<file path="config.mk">
export PLATFORM = sky130hd
export DESIGN_NAME = pipelined_addsub
export DESIGN_NICKNAME = d
export VERILOG_FILES = /design/src/rtl/pipelined_addsub.sv
export SDC_FILE = /design/constraint.sdc
export NUM_CORES = 1
export LEC_CHECK = 0
export ABC_AREA = 1
export ABC_CLOCK_PERIOD_IN_PS = 7500
export CORE_AREA = 8 8 128 130
export DETAILED_ROUTE_END_ITERATION = 16
export DIE_AREA = 0 0 136 138
export PLACE_DENSITY = 0.78
export SLEW_MARGIN = 20
export SYNTH_ARGS = -nofsm -noshare
export SYNTH_HDL_FRONTEND = slang
export SYNTH_SLANG_ARGS = --single-unit
</file>
<file path="constraint.sdc">
create_clock -name clk -period 7.5 [get_ports clk]
set_input_delay 1.5 -clock clk [delete_from_list [all_inputs] [get_ports clk]]
set_output_delay 1.5 -clock clk [all_outputs]
set_load 0.1 [all_outputs]
</file>
<file path="src/rtl/pipelined_addsub.sv">
// Pipelined two's-complement adder/subtractor: WIDTH bits split into STAGES ripple chunks
// with registered inter-chunk carries and a valid/ready handshake that stalls the whole pipe.
module pipelined_addsub #(
    parameter int WIDTH  = 32,
    parameter int STAGES = 4
) (
    input  logic             clk,
    input  logic             rst,
    input  logic             in_valid,
    output logic             in_ready,
    input  logic [WIDTH-1:0] A,
    input  logic [WIDTH-1:0] B,
    input  logic             sub,
    output logic             out_valid,
    input  logic             out_ready,
    output logic [WIDTH-1:0] result,
    output logic             carry,
    output logic             overflow,
    output logic             zero
);

    localparam int CHUNK = WIDTH / STAGES;

    if (WIDTH < 2 || STAGES < 1 || (WIDTH % STAGES) != 0) begin : g_bad_params
        $error("pipelined_addsub: WIDTH must be >= 2 and divisible by STAGES >= 1");
    end

    // x_q holds finished result chunks below the stage boundary and raw A chunks above it;
    // b_q keeps the already-inverted B operand so subtract needs no extra state.
    logic             vld_q [STAGES];
    logic [WIDTH-1:0] x_q   [STAGES];
    logic [WIDTH-1:0] b_q   [STAGES];
    logic             c_q   [STAGES];
    logic             ovf_q;
    logic             zero_q;
    logic             advance;

    assign advance  = !vld_q[STAGES-1] | out_ready;
    assign in_ready = advance;

    for (genvar k = 0; k < STAGES; k++) begin : g_stage
        logic [WIDTH-1:0] x_in;
        logic [WIDTH-1:0] b_in;
        logic [WIDTH-1:0] x_nxt;
        logic             c_in;
        logic             v_in;
        logic [CHUNK:0]   sum;

        if (k == 0) begin : g_first
            assign x_in = A;
            assign b_in = B ^ {WIDTH{sub}};
            assign c_in = sub;
            assign v_in = in_valid;
        end else begin : g_next
            assign x_in = x_q[k-1];
            assign b_in = b_q[k-1];
            assign c_in = c_q[k-1];
            assign v_in = vld_q[k-1];
        end

        assign sum = {1'b0, x_in[k*CHUNK +: CHUNK]} + {1'b0, b_in[k*CHUNK +: CHUNK]}
                   + {{CHUNK{1'b0}}, c_in};

        always_comb begin
            x_nxt = x_in;
            x_nxt[k*CHUNK +: CHUNK] = sum[CHUNK-1:0];
        end

        if (k == STAGES - 1) begin : g_last
            logic ovf_nxt;
            logic zero_nxt;

            // The top chunk of x_in is still raw A here, so the operand sign bits are at hand.
            assign ovf_nxt  = ~(x_in[WIDTH-1] ^ b_in[WIDTH-1]) & (x_nxt[WIDTH-1] ^ x_in[WIDTH-1]);
            assign zero_nxt = (x_nxt == '0);

            always_ff @(posedge clk) begin
                if (rst) begin
                    vld_q[k] <= 1'b0;
                    x_q[k]   <= '0;
                    c_q[k]   <= 1'b0;
                    ovf_q    <= 1'b0;
                    zero_q   <= 1'b0;
                end else if (advance) begin
                    vld_q[k] <= v_in;
                    x_q[k]   <= x_nxt;
                    c_q[k]   <= sum[CHUNK];
                    ovf_q    <= ovf_nxt;
                    zero_q   <= zero_nxt;
                end
            end
        end else begin : g_mid
            always_ff @(posedge clk) begin
                if (rst) begin
                    vld_q[k] <= 1'b0;
                end else if (advance) begin
                    vld_q[k] <= v_in;
                    x_q[k]   <= x_nxt;
                    b_q[k]   <= b_in;
                    c_q[k]   <= sum[CHUNK];
                end
            end
        end
    end

    assign out_valid = vld_q[STAGES-1];
    assign result    = x_q[STAGES-1];
    assign carry     = c_q[STAGES-1];
    assign overflow  = ovf_q;
    assign zero      = zero_q;

endmodule

</file>
==> flow_summary_export.csv <==
group,metric,value,unit
detailed_routing,ant_nets,0,
yosys,ys.flop_type,"edfxtp_1",
setup_path,worstSetupPathType,"primary input to output pin",
yosys,syn-num-nets,648,
clock_tree,cts_resized,0,
setup_path,r2r_cells,3,
die,dieHeight,138,microns
yosys,synth_seq_cells,186,
setup_path,start_kind,"primary input",
sta,skew,0.00671,ns
detailed_routing,wirelength,12.6,mm
final_layout,drive_gt1_frac,0.0608,
sta,tns,0,ns
power,p_comb_frac,0.175,
min_path,hp-class,"flip-flop to flip-flop",
power,p_leak,3.77,nW
final_layout,multi_input_area,1820,sq um
detailed_routing,wl_per_cell,14.7,microns
clock_tree,cts_tree,"built",
placed_design,dp_hpwl,8.70,mm
sta,slew_violations,0,
final_layout,utilization,0.662,
setup_path,r2r_start,"vld_q[3]",
setup_path,required,6.00,ns
detailed_routing,drt_iter0_drc,335,
grt,grt_pass1_vias,4348,
setup_path,cp.arrival,3.23,ns
yosys,synth_edf_count,184,
clock_tree,cts-buffers-inserted,17,
final_layout,regArea,5570,sq um
placed_design,dpl.cell_count,827,
power,pwr_density_cell,273,nW/um^2
sta,fmax,211,MHz
yosys,synth-compound-area-share,0.0258,
final_layout,area_delta_synth_final,23.6,%
status,status,"finished, final reports clean",
final_layout,final_cells,858,
setup_path,critPathCaptureType,"output pin",
min_path,hp-start,"b_q[0][29]",
grt,overflow,0,
min_path,holdPathStages,0,
sta,slew_headroom,0.337,
power,clkPwrFrac,0.320,
yosys,yosysWarnings,0,
power,switching_power,0.000686,W
setup_path,worstSetupStartpoint,"out_ready",
sta,rsz0062_at_grt,"no",
grt,grt_pass1_wl,20.2,mm
placed_design,place_congestion,0.828,
yosys,seq_area_frac_synth,0.726,
sta,post-route-period-util,0.631,
yosys,synthAdderAreaFrac,0.0640,
placed_design,io_buffer_count,105,
yosys,synth-xor-area-share,0.0571,
die,core.rowCount,44,
clock_tree,cts_setup_buffers,0,
detailed_routing,drt_first_pass_iters,4,
die,initial_core_util,0.535,
clock_tree,clkLatencyLatePin,0.42,ns
clock_tree,cts_buffer_depth,2,
yosys,syn-mean-instance-area,14.1,sq um
clock_tree,cts.sinks,186,
sta,tightest_slew,0.992,ns
die,core,14300,sq um
detailed_routing,avgViaCountPerCell,4.89,
power,p_int,0.00190,W
final_layout,final_nets,766,
clock_tree,cts_max_level,4,
run,cap_violations,0,
yosys,synth.area.mux_share,0,
yosys,synth_top_family_by_area,"simple AND/OR/NAND/NOR gates",
die,die-area,18800,sq um
power,p_seq_frac,0.505,
grt,antenna_found_initial,0,
yosys,synthArstFlopShare,0,
yosys,synthesis.instances,544,
clock_tree,cts_root_buf,"clkbuf_16",
detailed_routing,vias,4192,
clock_tree,cts.clk_slew.worst_paths,0.06,ns
yosys,synthDistinctLibCells,23,
grt,grt_max_degree,78,
final_layout,num_antenna_cells,0,
sta,setup_viol,0,
setup_path,crit_fanout,2,
power,peakVddDrop,0.158,mV
final_layout,nFillCells,1016,
setup_path,r2r_slack,4.92,ns
yosys,syn-cell-area,7660,sq um
die,io_pins,106,
die,dieWidth,136,microns
sta,finalCriticalPeriod,4.73,ns
yosys,synthSimpleGateAreaFrac,0.0886,
grt,gr-usage-all-layers,0.139,
power,switching_share,0.265,
sta,finalHoldViolCount,0,
clock_tree,cts_hold_buf,0,
detailed_routing,drc,0,
-- sequential cells by signal (all words and copies together) (netlist names) --
name	flops
vld_q	4
x_q	128
zero	1
overflow	1
b_q	48
c_q	4
-- power groups by stage --
| stage | Clock [W] | Combinational [W] | Sequential (W) |
|---|---|---|---|
| floorplan | 0 | 0.000174 | 0.00148 |
| global placement | 0 | 0.000439 | 0.00132 |
| detailed placement | 0 | 0.000453 | 0.00133 |
| CTS | 0.000846 | 0.000456 | 0.00131 |
| global route | 0.000886 | 0.000488 | 0.00131 |
| finish | 0.000828 | 0.000453 | 0.00130 |
-- layout by cell type, fill, tap and decap left out, types with 3 or more instances in the layout --
cell,instances
a21oi_1,28
clkbuf_1,4
clkbuf_16,17
clkdlybuf4s50_1,104
clkinv_1,4
clkinvlp_4,3
edfxtp_1,184
fa_1,7
ha_1,28
inv_1,64
inv_2,4
nand2_1,66
nand2_2,8
nand3_1,17
nand3b_1,3
nand4_1,9
nor2_1,57
o211ai_1,3
xnor2_1,8
xor2_1,42
-- kinds of logic after synthesis --
family | count (synthesis)
simple gates | 161
xor+xnor | 50
buf+inv | 76
compound gates | 36
flops | 186
fa+ha+maj | 35
-- per-stage QoR --
| stage | hold slack [ns] | power [W] | cell area (sq um) | setup WS, ns |
|---|---|---|---|---|
| 2_1_floorplan | 0.400 | 0.00165 | 7660 | 0.784 |
| 3_3_place_gp | 0.401 | 0.00176 | 8930 | 2.77 |
| 3_5_place_dp | 0.405 | 0.00178 | 8930 | 2.75 |
| 4_1_cts | 0.416 | 0.00261 | 9470 | 2.75 |
| 5_1_grt | 0.420 | 0.00269 | 9470 | 2.69 |
| 6_report | 0.416 | 0.00259 | 9470 | 2.77 |
-- worst max-delay path: stages --
cell	delay, ns
clkdlybuf4s50_1	0.45
inv_1	0.07
nand2_1	0.08
clkdlybuf4s50_1	1.13
-- synthesized netlist by cell type (2+ instances only) --
master | n | share of area
ha_1 | 28 | 0.046
nand4_1 | 9 | 0.0073
xnor2_1 | 8 | 0.0091
inv_2 | 3 | 0.0015
o21ai_0 | 2 | 0.0013
nor2_1 | 57 | 0.028
buf_2 | 7 | 0.0046
o211ai_1 | 3 | 0.0029
inv_1 | 65 | 0.032
xor2_1 | 42 | 0.048
nand2_2 | 7 | 0.0057
dfxtp_1 | 2 | 0.0052
edfxtp_1 | 184 | 0.72
nand3b_1 | 3 | 0.0029
fa_1 | 7 | 0.018
nand3_1 | 17 | 0.011
a21oi_1 | 28 | 0.018
nand2_1 | 67 | 0.033
-- final timing paths --
check,end
max,in_ready
min reg2reg,b_q[0][61]
min,b_q[0][61]
max reg2reg,x_q[0][7]
-- layer usage --
metal | routed length, microns | GRT usage | up-vias
li1 | - | - | 2102
met1 | 4750 | 0.139 | 1962
met2 | 6880 | 0.252 | 101
met3 | 648 | 0.0446 | 27
met4 | 297 | 0.0654 | 0
met5 | 0 | 0 | -
-- final cells by class --
cell class	count	share of cell area
inverters	68	0.0270
flip-flops and latches	186	0.588
clock inverters	10	0.0108
multi-input cells	282	0.192
repair buffers	107	0.112
well taps	184	0.0243
clock buffers	21	0.0465
Note: power is estimated with default switching activity, not from simulation.
